### src/rtl/load_store_unit_pkg.sv
// load_store_unit_pkg: shared opcodes, width codes, FSM encoding and legality check
package load_store_unit_pkg;
  localparam logic [4:0] OP_LOAD  = 5'b00000;
  localparam logic [4:0] OP_STORE = 5'b01000;
  localparam logic [2:0] F3_B  = 3'd0;
  localparam logic [2:0] F3_H  = 3'd1;
  localparam logic [2:0] F3_W  = 3'd2;
  localparam logic [2:0] F3_BU = 3'd4;
  localparam logic [2:0] F3_HU = 3'd5;
  typedef enum logic [1:0] {S_IDLE = 2'd0, S_REQ = 2'd1, S_DONE = 2'd2} lsu_state_e;
  function automatic logic access_illegal(input logic is_store, input logic [2:0] f3, input logic [1:0] off);
    case (f3)
      F3_B:    return 1'b0;
      F3_H:    return off[0];
      F3_W:    return off != 2'b00;
      F3_BU:   return is_store;
      F3_HU:   return is_store | off[0];
      default: return 1'b1;
    endcase
  endfunction
endpackage

### src/rtl/lsu_data_align.sv
// lsu_data_align: byte-lane enables, write-data replication and load lane extraction
module lsu_data_align
  import load_store_unit_pkg::*;
(
  input  logic        is_store_i,
  input  logic [2:0]  func3_i,
  input  logic [1:0]  off_i,
  input  logic [31:0] store_data_i,
  input  logic [2:0]  ld_func3_i,
  input  logic [1:0]  ld_off_i,
  input  logic [31:0] rdata_i,
  output logic [3:0]  be_o,
  output logic [31:0] wdata_o,
  output logic        illegal_o,
  output logic [31:0] ld_data_o
);
  logic [7:0]  byte_sel;
  logic [15:0] half_sel;
  // lane enables and replicated write data for the access being accepted
  always_comb begin
    be_o = func3_i[1:0] == 2'd0 ? 4'b0001 << off_i :
           func3_i[1:0] == 2'd1 ? (off_i[1] ? 4'b1100 : 4'b0011) :
           func3_i[1:0] == 2'd2 ? 4'b1111 : 4'b0000;
    wdata_o = func3_i[1:0] == 2'd0 ? {4{store_data_i[7:0]}} :
              func3_i[1:0] == 2'd1 ? {2{store_data_i[15:0]}} : store_data_i;
    illegal_o = access_illegal(is_store_i, func3_i, off_i);
  end
  // pick the addressed lane of the read word; func3[2] selects zero-extension
  always_comb begin
    byte_sel = rdata_i[{ld_off_i, 3'b000} +: 8];
    half_sel = ld_off_i[1] ? rdata_i[31:16] : rdata_i[15:0];
    ld_data_o = ld_func3_i[1:0] == 2'd0 ? {{24{~ld_func3_i[2] & byte_sel[7]}}, byte_sel} :
                ld_func3_i[1:0] == 2'd1 ? {{16{~ld_func3_i[2] & half_sel[15]}}, half_sel} : rdata_i;
  end
endmodule

### src/rtl/load_store_unit.sv
// load_store_unit: single-outstanding load/store sequencer with ack timeout
module load_store_unit
  import load_store_unit_pkg::*;
#(
  parameter int ACK_TIMEOUT = 16
) (
  input  logic        clk,
  input  logic        rst_n,
  input  logic        start,
  input  logic [4:0]  opcode,
  input  logic [2:0]  func3,
  input  logic [31:0] addr,
  input  logic [31:0] store_data,
  output logic        busy,
  output logic        done,
  output logic [31:0] load_data,
  output logic        misalign,
  output logic        bus_err,
  output logic        mem_req,
  output logic        mem_we,
  output logic [31:0] mem_addr,
  output logic [3:0]  mem_be,
  output logic [31:0] mem_wdata,
  input  logic [31:0] mem_rdata,
  input  logic        mem_ack
);
  lsu_state_e  state_q, state_d;
  logic [7:0]  cnt_q, cnt_d;
  logic        is_store, is_ls, accept, illegal, timeout;
  logic [29:0] word_q;
  logic [1:0]  off_q;
  logic [2:0]  func3_q;
  logic        store_q, mem_req_q, mem_we_q, misalign_q, bus_err_q;
  logic [3:0]  be_q, be_n;
  logic [31:0] wdata_q, wdata_n, load_data_q, ld_ext;

  assign is_store = opcode == OP_STORE;
  assign is_ls    = is_store | (opcode == OP_LOAD);
  assign accept   = (state_q == S_IDLE) & start & is_ls;
  assign timeout  = cnt_q == 8'(ACK_TIMEOUT - 1);

  lsu_data_align u_align (
    .is_store_i  (is_store),
    .func3_i     (func3),
    .off_i       (addr[1:0]),
    .store_data_i(store_data),
    .ld_func3_i  (func3_q),
    .ld_off_i    (off_q),
    .rdata_i     (mem_rdata),
    .be_o        (be_n),
    .wdata_o     (wdata_n),
    .illegal_o   (illegal),
    .ld_data_o   (ld_ext)
  );

  // state and ack-wait counter registers
  always_ff @(posedge clk) begin
    state_q <= !rst_n ? S_IDLE : state_d;
    cnt_q   <= !rst_n ? 8'd0 : cnt_d;
  end

  // next state: illegal accesses skip the bus; REQ ends on ack or timeout
  always_comb begin
    state_d = state_q;
    cnt_d   = cnt_q;
    case (state_q)
      S_IDLE: state_d = accept ? (illegal ? S_DONE : S_REQ) : S_IDLE;
      S_REQ: begin
        state_d = (mem_ack | timeout) ? S_DONE : S_REQ;
        cnt_d   = (mem_ack | timeout) ? 8'd0 : cnt_q + 8'd1;
      end
      default: state_d = S_IDLE;
    endcase
  end

  // core handshake; busy drops in DONE so the instruction retires that cycle
  always_comb begin
    busy = rst_n & (accept | (state_q == S_REQ));
    done = state_q == S_DONE;
  end

  // bus signals latched at accept and result flags captured on entry to DONE
  always_ff @(posedge clk) begin
    if (!rst_n) begin
      word_q      <= '0;
      off_q       <= '0;
      func3_q     <= '0;
      store_q     <= 1'b0;
      be_q        <= '0;
      wdata_q     <= '0;
      mem_req_q   <= 1'b0;
      mem_we_q    <= 1'b0;
      misalign_q  <= 1'b0;
      bus_err_q   <= 1'b0;
      load_data_q <= '0;
    end else begin
      mem_req_q <= state_d == S_REQ;
      mem_we_q  <= (state_d == S_REQ) & (state_q == S_IDLE ? is_store : store_q);
      if (accept) begin
        word_q  <= addr[31:2];
        off_q   <= addr[1:0];
        func3_q <= func3;
        store_q <= is_store;
        be_q    <= be_n;
        wdata_q <= wdata_n;
      end
      if (state_d == S_DONE) begin
        misalign_q  <= state_q == S_IDLE;
        bus_err_q   <= (state_q == S_REQ) & ~mem_ack;
        load_data_q <= ((state_q == S_REQ) & mem_ack & ~store_q) ? ld_ext : 32'd0;
      end
    end
  end

  assign mem_req   = mem_req_q;
  assign mem_we    = mem_we_q;
  assign mem_addr  = {word_q, 2'b00};
  assign mem_be    = be_q;
  assign mem_wdata = wdata_q;
  assign misalign  = misalign_q;
  assign bus_err   = bus_err_q;
  assign load_data = load_data_q;
endmodule

### config.mk
export PLATFORM = sky130hd
export DESIGN_NAME = load_store_unit
export DESIGN_NICKNAME = d
export VERILOG_FILES = /design/src/rtl/load_store_unit_pkg.sv /design/src/rtl/lsu_data_align.sv /design/src/rtl/load_store_unit.sv
export SDC_FILE = /design/constraint.sdc
export NUM_CORES = 1
export LEC_CHECK = 0
export BUFFER_PORTS_ARGS = -buffer_cell sky130_fd_sc_hd__buf_4
export CORE_ASPECT_RATIO = 0.9
export CORE_MARGIN = 5
export CORE_UTILIZATION = 53
export DETAILED_ROUTE_END_ITERATION = 10
export GPL_TIMING_DRIVEN = 0
export PLACE_DENSITY = 0.93
export SLEW_MARGIN = 0
export SYNTH_ARGS = -nofsm -noshare
export SYNTH_HDL_FRONTEND = slang
export SYNTH_HIERARCHICAL = 1
export SYNTH_SLANG_ARGS = --single-unit
### constraint.sdc
create_clock -name clk -period 3.1 [get_ports clk]
set_input_delay 0.62 -clock clk [delete_from_list [all_inputs] [get_ports clk]]
set_output_delay 0.62 -clock clk [all_outputs]
set_load 0.02 [all_outputs]
==> summary.txt, run 1 <==
Route
  – Via count: around 5600
  – Number of nets with antenna violations after routing: 0
  – Routed wire length per instance: around 18 µm
  – Number of iterations in the first detailed-routing pass: 7
  – Iteration-0 DRC Markers: approximately 640
  – Number of remaining DRC errors: 0
  – Total detailed-routing wirelength: around 18 mm
  – Avg Vias per Cell: 5.51

Global routing
  – Met3 layer usage reported by global route: 0.108
  – Antenna violations before repair: 0
  – Total gr overflow: 0
  – Maximum number of pins on one net before global-route repair: 17
  – Total routing usage reported by global routing: 0.278
  – Met2 Use GR: 0.479
  – Wire length of the first global-routing pass: approximately 28 mm
  – Number of global-route vias before repair: between 5000 and 6000
  – Global Route met1 Usage: 0.310
  – Most crowded layer after global routing: met2

Synth
  – Asr flop ratio synth: 0
  – Total standard cell area after synthesis: 5560 µm²
  – Sequential fraction of the synthesis area: 0.425
  – YS warnings: 6
  – Distinct cell type count of the synthesized netlist: 54
  – Average size of a mapped cell: roughly 8.5 µm²
  – Register bit count reported by yosys: 118
  – Count of flip-flops with a built-in enable after synthesis: 0
  – Top FF cell, synth: dfxtp_1
  – Gate count of the mapped netlist: 650

Clock network
  – H-tree Lvls: 4
  – Maximum root-to-sink buffer count: 2
  – Clock tree from TritonCTS: done
  – Clock Sink Count: ~120
  – Clock root buffer: clkbuf_16
  – Number of buffers inserted for hold repair after clock tree synthesis: 0
  – Number of CTS-inserted buffers: 17
  – Post-cts resize count: 0
  – CTS clk-pin slew, worst paths: ~0.050 ns
  – Clock latency on the worst-skew pair: slightly above 0.4 ns
  – Buffers inserted during post-CTS setup optimization: 0

Timing
  – Max Clock Skew: 0.00830 ns
  – Headroom to the max-slew limit: 0.617
  – Setup repair after global routing missed its margin: no
  – Max-slew violation total from the final report: 0
  – Minimum period implied by the final worst setup slack: roughly 2.6 ns
  – Crit share post-route: 0.842
  – Count of final setup violators: 0
  – Final Hold Fails: 0
  – Transition time of the tightest slew-check pin: ~0.57 ns
  – Highest Clock Rate: around 0.38 GHz
  – Setup TNS after final layout: 0 ns
  – Minimum setup slack in the final design: approximately 0.5 ns

Power
  – Switching share of power: 0.225
  – P_leak: about 0.0034 µW
  – Internal Dissipation: 3120 µW
  – PwrDens: around 510 nW/µm²
  – Switching Power: about 900 µW
  – Part of the total power dissipated in sequential elements: 0.383
  – Peak supply drop: around 0.46 mV
  – Share of total power in the clock network: 0.519
  – Tot Pwr: 4020 µW
  – Gate power share: 0.098

Final layout
  – Share of layout cells above drive strength 1: 0.353
  – Count of antenna diodes in the layout: 0
  – Net count, final: 990
  – Share of the core filled with cells: 0.774
  – Area delta synth->final: 42.9%
  – Final std cells w/o fill: a little over 1000

Critical path
  – Data arrival time of the critical path: roughly 2.0 ns
  – Biggest cell delay along the critical path: 0.34 ns
  – Worst setup EP type: primary output
  – Setup Crit Path Kind: in -> out
  – Cell type group with the largest total delay on the critical path: buffers and inverters
  – Startpoint types: primary input
  – List of cells traversed by the critical path: buf_4 -> nor4_4 -> nand3_1 -> buf_2 -> buf_2 -> a21oi_1 -> buf_4
  – Req. time, crit path: ~2.5 ns
  – CP max-delay cell: nor4_4
  – Highest net fanout along the worst path: 10
  – Critical path buffers and inverters: 4

Floorplan
  – Top-Level Pins: around 210
  – Die Y: ~110 µm
  – Die outline area: roughly 13000 µm²
  – Starting density of the core: 0.542
  – Width of the die: 118 µm
  – Placeable core area: 10200 µm²
  – Number of placement rows: 35

Placement
  – Number of cells after detailed placement: between 900 and 1000
  – Worst-case setup slack after placement: ~0.47 ns
  – Final HPWL from detailed placement: ~13 mm
  – Count of buffers inserted at the top-level ports: ~210
  – GP Congestion: roughly 0.91

Hold path
  – Worst min path class: reg -> reg

Status
  – Result of the run: complete, no violations

Job
  – Total of max-cap violations: 0
## per-layer routing
metal	vias to the layer above	routed length (µm)
met5	-	0
met4	0	476
met3	52	2030
met2	336	8770
met1	2542	6770
li1	2711	-
## area by class of cell
type,count,area (µm²)
clock buffers,20,457
fillers,707,2310
clock inverters,12,175
well taps,129,161
plain buffers,61,370
repair buffers,211,1580
multi-input cells,466,2800
flip-flops and latches,118,2360
inverters,6,22.5
## worst paths after layout
kind | from | to | slack [ns] | depth (start not counted)
max reg2reg | off_q[1] | load_data[13] | 1.13 | 5
max | opcode[1] | busy | 0.49 | 7
min reg2reg | mem_wdata[7] | mem_wdata[7] | 0.45 | 2
min | mem_wdata[7] | mem_wdata[7] | 0.45 | 2
## synth_stat cells, types with 2 or more instances
cell type,n,area (µm²)
nand2_1,182,683
dfxtp_1,118,2360
a21oi_1,80,400
a22o_1,32,280
clkbuf_1,25,93.8
o21ai_0,25,125
mux2_2,19,214
o22a_1,16,140
buf_2,14,70.1
nor2_1,13,48.8
buf_4,11,82.6
buf_6,11,124
mux2i_1,10,100
nand3_1,10,50.1
o21ai_1,10,50.1
nor2b_1,8,50.1
and3b_1,7,61.3
mux4_2,7,158
inv_1,5,18.8
xor2_1,5,43.8
nand2b_1,3,18.8
nand4_1,3,18.8
a221oi_1,2,17.5
and2_1,2,12.5
and3_1,2,12.5
nor4_4,2,42.5
## registers in the layout (all words and copies together), names as in the netlist
| register | count |
|---|---|
| store_q | 1 |
| cnt_q | 8 |
| off_q | 2 |
| word_q | 30 |
| mem_we | 1 |
| misalign | 1 |
| bus_err | 1 |
| mem_req | 1 |
| load_data | 32 |
| func3_q | 3 |
| state_q | 2 |
| mem_wdata | 32 |
| mem_be | 4 |
## power by group through the flow
stage | Sequential (µW) | Combinational, µW | Clock, µW
2_1_floorplan | 1590 | 177 | 0
3_3_place_gp | 1570 | 375 | 0
3_5_place_dp | 1570 | 382 | 0
4_1_cts | 1540 | 387 | 2100
5_1_grt | 1540 | 419 | 2170
6_report | 1540 | 393 | 2090
## cells by family (layout without fill, tap and decap cells)
family          Yosys count  in the layout  share of synthesized area
compound gates          177            177                      0.204
xor+xnor                  5              5                    0.00788
fa+ha+maj                 1              1                    0.00225
buf+inv                  67            310                     0.0707
flops                   118            118                      0.425
mux                      38             38                     0.0937
other cells               1              2                   0.000675
simple gates            243            243                      0.195
## cell usage in the layout, fill, tap and decap left out, drive strengths merged, types with 2 or more instances in the layout
cell type / netlist / routed
nor2b: 8 / 8
nor3: 2 / 2
bufinv: 0 / 4
and3: 2 / 2
nor4: 3 / 3
a22o: 32 / 32
conb: 1 / 2
a221oi: 2 / 2
a21o: 2 / 2
clkbuf: 25 / 45
buf: 36 / 247
mux2: 19 / 19
xor2: 5 / 5
o21ai: 35 / 35
nor2: 15 / 15
clkinv: 1 / 5
nand3: 10 / 10
clkinvlp: 0 / 3
mux4: 8 / 8
and2: 2 / 2
nand2b: 3 / 3
dfxtp: 118 / 118
mux2i: 11 / 11
nand4: 3 / 3
a21oi: 82 / 82
o22a: 16 / 16
inv: 5 / 6
and3b: 7 / 7
nand2: 182 / 182
## through the flow
stage               instance area (µm²)  hold WS [ns]
floorplan                          5560         0.433
global placement                   7300         0.442
finish                             7940         0.454
global route                       7940         0.457
detailed placement                 7300         0.447
CTS                                7940         0.452
## worst reg2reg max path, delay by kind of cell (launching register included)
family                 cells  cell delay (ns)
AOI/OAI and AO/OA          2             0.68
muxes                      1             0.42
DFF                        1             0.32
buffers and inverters      1             0.25
and+or+nand+nor            1             0.20
Power figures use the tool's default switching activity.
==> inputs of run 2 (changes only) <==
--- a/config.mk
+++ b/config.mk
@@ -5,13 +5,14 @@
 export SDC_FILE = /design/constraint.sdc
 export NUM_CORES = 1
 export LEC_CHECK = 0
+export ABC_AREA = 1
 export BUFFER_PORTS_ARGS = -buffer_cell sky130_fd_sc_hd__buf_4
 export CORE_ASPECT_RATIO = 0.9
 export CORE_MARGIN = 5
-export CORE_UTILIZATION = 53
+export CORE_UTILIZATION = 46
 export DETAILED_ROUTE_END_ITERATION = 10
 export GPL_TIMING_DRIVEN = 0
-export PLACE_DENSITY = 0.93
+export PLACE_DENSITY = 0.84
 export SLEW_MARGIN = 0
 export SYNTH_ARGS = -nofsm -noshare
 export SYNTH_HDL_FRONTEND = slang
==> constraint.sdc (replaced) <==
create_clock -name clk -period 2.3 [get_ports clk]
set_input_delay 0.46 -clock clk [delete_from_list [all_inputs] [get_ports clk]]
set_output_delay 0.46 -clock clk [all_outputs]
set_load 0.02 [all_outputs]
==> run 2 against run 1 <==
Net effect:
- area after synthesis is 10% higher
- clock skew is 0.00078 ns higher
- clock power is 25% higher
- combinational power is 72% higher
- final cell count is 36% higher
- routed wire length is 12% higher
- synthesized cell count is 51% higher
- critical path type is now reg -> out
- worst hold slack worse by 0.18 ns
- highest routed layer unchanged
==> summary.txt, run 2 <==
Status
  – Result of the run: complete, no violations

Critical path
  – Critical R2R Launch: off_q[0]
  – Data arrival time of the critical path: 1.68 ns (-0.31 ns)
  – Setup slack of the most critical reg-to-reg path: 0.65 ns (-0.48 ns)
  – Number of cells on the worst reg-to-reg path: 11 (+6)
  – Worst setup EP type: primary output
  – Cell type group with the largest total delay on the critical path: simple AND/OR/NAND/NOR gates
  – Highest net fanout along the worst path: 10 (unchanged)
  – Endpoint of the worst register-to-register path: load_data[2]
  – Critical path buffers and inverters: 2 (-2)
  – Startpoint types: flip-flop
  – Setup Crit Path Kind: reg -> out
  – Req. time, crit path: 1.84 ns (-0.64 ns)
  – Biggest cell delay along the critical path: 0.35 ns (about the same)
  – List of cells traversed by the critical path: nor3_2 -> nand2_1 -> buf_2 -> a21oi_1 -> buf_4
  – CP max-delay cell: dfxtp_1

Hold path
  – Capture endpoint of the worst hold path: word_q[22]
  – Worst min path class: in -> reg
  – Number of cells traversed by the worst hold path: 3 (+1)
  – Hold path start: addr[24]

Floorplan
  – Starting density of the core: 0.464 (-0.0781)
  – Width of the die: 131 µm (+11%)
  – Die Y: 119 µm (+11%)
  – Placeable core area: 13200 µm² (+28%)
  – Top-Level Pins: 214 (unchanged)
  – Die outline area: 15700 µm² (+24%)
  – Number of placement rows: 40 (+14%)

Power
  – Part of the total power dissipated in sequential elements: 0.390 (+0.007)
  – Internal Dissipation: 4010 µW (+29%)
  – PwrDens: 637 nW/µm² (+26%)
  – Tot Pwr: 5410 µW (+35%)
  – Switching Power: 1400 µW (+55%)
  – Share of total power in the clock network: 0.485 (-0.034)
  – Peak supply drop: 0.577 mV (+26%)
  – P_leak: 0.00427 µW (+27%)
  – Switching share of power: 0.258 (+0.0337)
  – Gate power share: 0.125 (+0.027)

Placement
  – Number of cells after detailed placement: 1358 (+37%)
  – GP Congestion: 0.923 (+0.92%)
  – Count of buffers inserted at the top-level ports: 210 (-0.47%)
  – Final HPWL from detailed placement: 15.8 mm (+19%)

Timing
  – Final Hold Fails: 0 (unchanged)
  – Highest Clock Rate: approximately 0.47 GHz
  – Headroom to the max-slew limit: 0.563 (-0.0541)
  – Hold slack final: 0.275 ns (-0.178 ns)
  – Setup repair after global routing missed its margin: no
  – Minimum period implied by the final worst setup slack: around 2.1 ns
  – Transition time of the tightest slew-check pin: 0.656 ns (+0.0811 ns)
  – Setup TNS after final layout: 0 ns (unchanged)
  – Max Clock Skew: 0.00908 ns (+0.000784 ns)
  – Crit share post-route: 0.929
  – Max-slew violation total from the final report: 0 (unchanged)
  – Count of final setup violators: 0 (unchanged)

Global routing
  – Wire length of the first global-routing pass: 31.7 mm (+11%)
  – Antenna violations before repair: 0 (unchanged)
  – Most crowded layer after global routing: met2
  – Maximum number of pins on one net before global-route repair: 17 (unchanged)
  – Total gr overflow: 0 (unchanged)
  – Number of global-route vias before repair: 6548 (+15%)
  – Met3 layer usage reported by global route: 0.0984 (-0.00920)
  – Global Route met1 Usage: 0.292 (-0.0185)
  – Total routing usage reported by global routing: 0.248 (-0.0293)
  – Met2 Use GR: 0.416 (-0.0638)

Clock network
  – Maximum root-to-sink buffer count: 2 (unchanged)
  – Clock Sink Count: 118 (unchanged)
  – Number of CTS-inserted buffers: 17 (unchanged)
  – CTS clk-pin slew, worst paths: 0.06 ns (about the same)
  – H-tree Lvls: 4 (unchanged)
  – Clock latency on the worst-skew pair: 0.42 ns (about the same)
  – Clock tree from TritonCTS: done
  – Clock root buffer: clkbuf_16
  – Buffers inserted during post-CTS setup optimization: 0 (unchanged)

Route
  – Number of iterations in the first detailed-routing pass: 5 (-2)
  – Total detailed-routing wirelength: 20.1 mm (+12%)
  – Avg Vias per Cell: 4.94 (-10%)
  – Number of remaining DRC errors: 0 (unchanged)
  – Via count: 6872 (+22%)
  – Iteration-0 DRC Markers: 550 (-14%)
  – Routed wire length per instance: 14.5 µm (-18%)
  – Number of nets with antenna violations after routing: 0 (unchanged)

Synth
  – Total standard cell area after synthesis: 6110 µm² (+10%)
  – Synth area leader: dfxtp_1
  – Average size of a mapped cell: 6.24 µm² (-27%)
  – Register bit count reported by yosys: 118 (unchanged)
  – Gate count of the mapped netlist: 979 (+51%)
  – Asr flop ratio synth: 0 (unchanged)
  – Most frequent cell after synthesis: nand2_1
  – Count of flip-flops with a built-in enable after synthesis: 0 (unchanged)
  – Most area-consuming cells after synthesis: dfxtp_1 39%, nand2_1 19%, nor2_1 14%
  – Cell types with the highest counts after synthesis: 314 x nand2_1, 225 x nor2_1, 118 x dfxtp_1, 81 x inv_1, 81 x o21ai_0
  – Sequential fraction of the synthesis area: 0.387 (-0.0385)
  – Distinct cell type count of the synthesized netlist: 31 (-43%)
  – Top FF cell, synth: dfxtp_1
  – Share of the synthesized area in the top cell type: 0.387 (-0.0385)
  – YS warnings: 6 (unchanged)

Final layout
  – Net count, final: 1318 (+33%)
  – Final std cells w/o fill: 1390 (+36%)
  – Commonest non-fill, non-tap cell in the layout: nand2_1
  – Commonest non-fill, non-tap cells in the layout: 314 x nand2_1, 230 x buf_4, 225 x nor2_1, 118 x dfxtp_1
  – Area delta synth->final: 39.0%
  – Count of antenna diodes in the layout: 0 (unchanged)
  – Share of layout cells above drive strength 1: 0.247 (-0.106)
  – Fill count: 1216 (+72%)

Job
  – Total of max-cap violations: 0 (unchanged)
==> run 2: cell type report <==
cell class / instances / area (µm²) / area share
Tap cell: 168 / 210 / 0.0248
Clock inverter: 14 / 153 / 0.0180
Multi-Input combinational cell: 714 / 3030 / 0.357
Buffer: 64 / 408 / 0.0480
Timing Repair Buffer: 210 / 1580 / 0.186
Inverter: 84 / 315 / 0.0371
Sequential cell: 118 / 2360 / 0.278
Clock buffer: 18 / 439 / 0.0517
==> run 2: worst max path at each step <==
stage	from	to	slack, ns	cells after the start
2_1_floorplan	opcode[0]	busy	0.47	6
3_3_place_gp	opcode[0]	load_data[3]	0.11	12
3_5_place_dp	opcode[0]	load_data[3]	0.09	12
4_1_cts	state_q[1]	busy	0.008	5
5_1_grt	state_q[0]	busy	0.02	5
6_report	state_q[0]	busy	0.16	5
==> run 2: kinds of logic after synthesis <==
kind of cell             Yosys count  synth area share
buffers and inverters            148             0.118
XOR/XNOR                           4           0.00574
other                              1          0.000614
flip-flops                       118             0.387
adder cells (fa/ha/maj)            1           0.00205
AO/OA/AOI/OAI                    100            0.0828
AND/OR/NAND/NOR                  607             0.404
==> run 2: repair_timing <==
action | 4_1_cts | 5_1_grt
hold buffers | 0 | 0
gates resized for setup | 0 | 3
endpoints found under the setup margin | 0 | 1
==> run 2: tightest hold or removal path, stage by stage <==
cell and delay (ns):
buf_4 0.07, o21ai_1 0.05, nor2_1 0.07
==> run 2: per-layer routing <==
metal,wire length (µm),vias to the layer above
li1,-,3448
met1,8230,3086
met2,9560,298
met3,1970,40
met4,381,0
met5,0,-
==> run 2: power groups by stage <==
stage	clock [µW]	sequential [µW]	combinational [µW]
finish	2620	2110	674
floorplan	0	2190	314
CTS	2650	2110	669
global route	2750	2110	744
detailed placement	0	2150	665
global placement	0	2150	656
==> run 2: stage by stage <==
step,worst slack [ns],utilization,area (µm²)
floorplan,0.465,-,6110
global placement,0.113,0.600,7900
detailed placement,0.0850,0.600,7900
CTS,0.00796,0.645,8490
global route,0.0166,0.645,8490
finish,0.163,0.645,8490
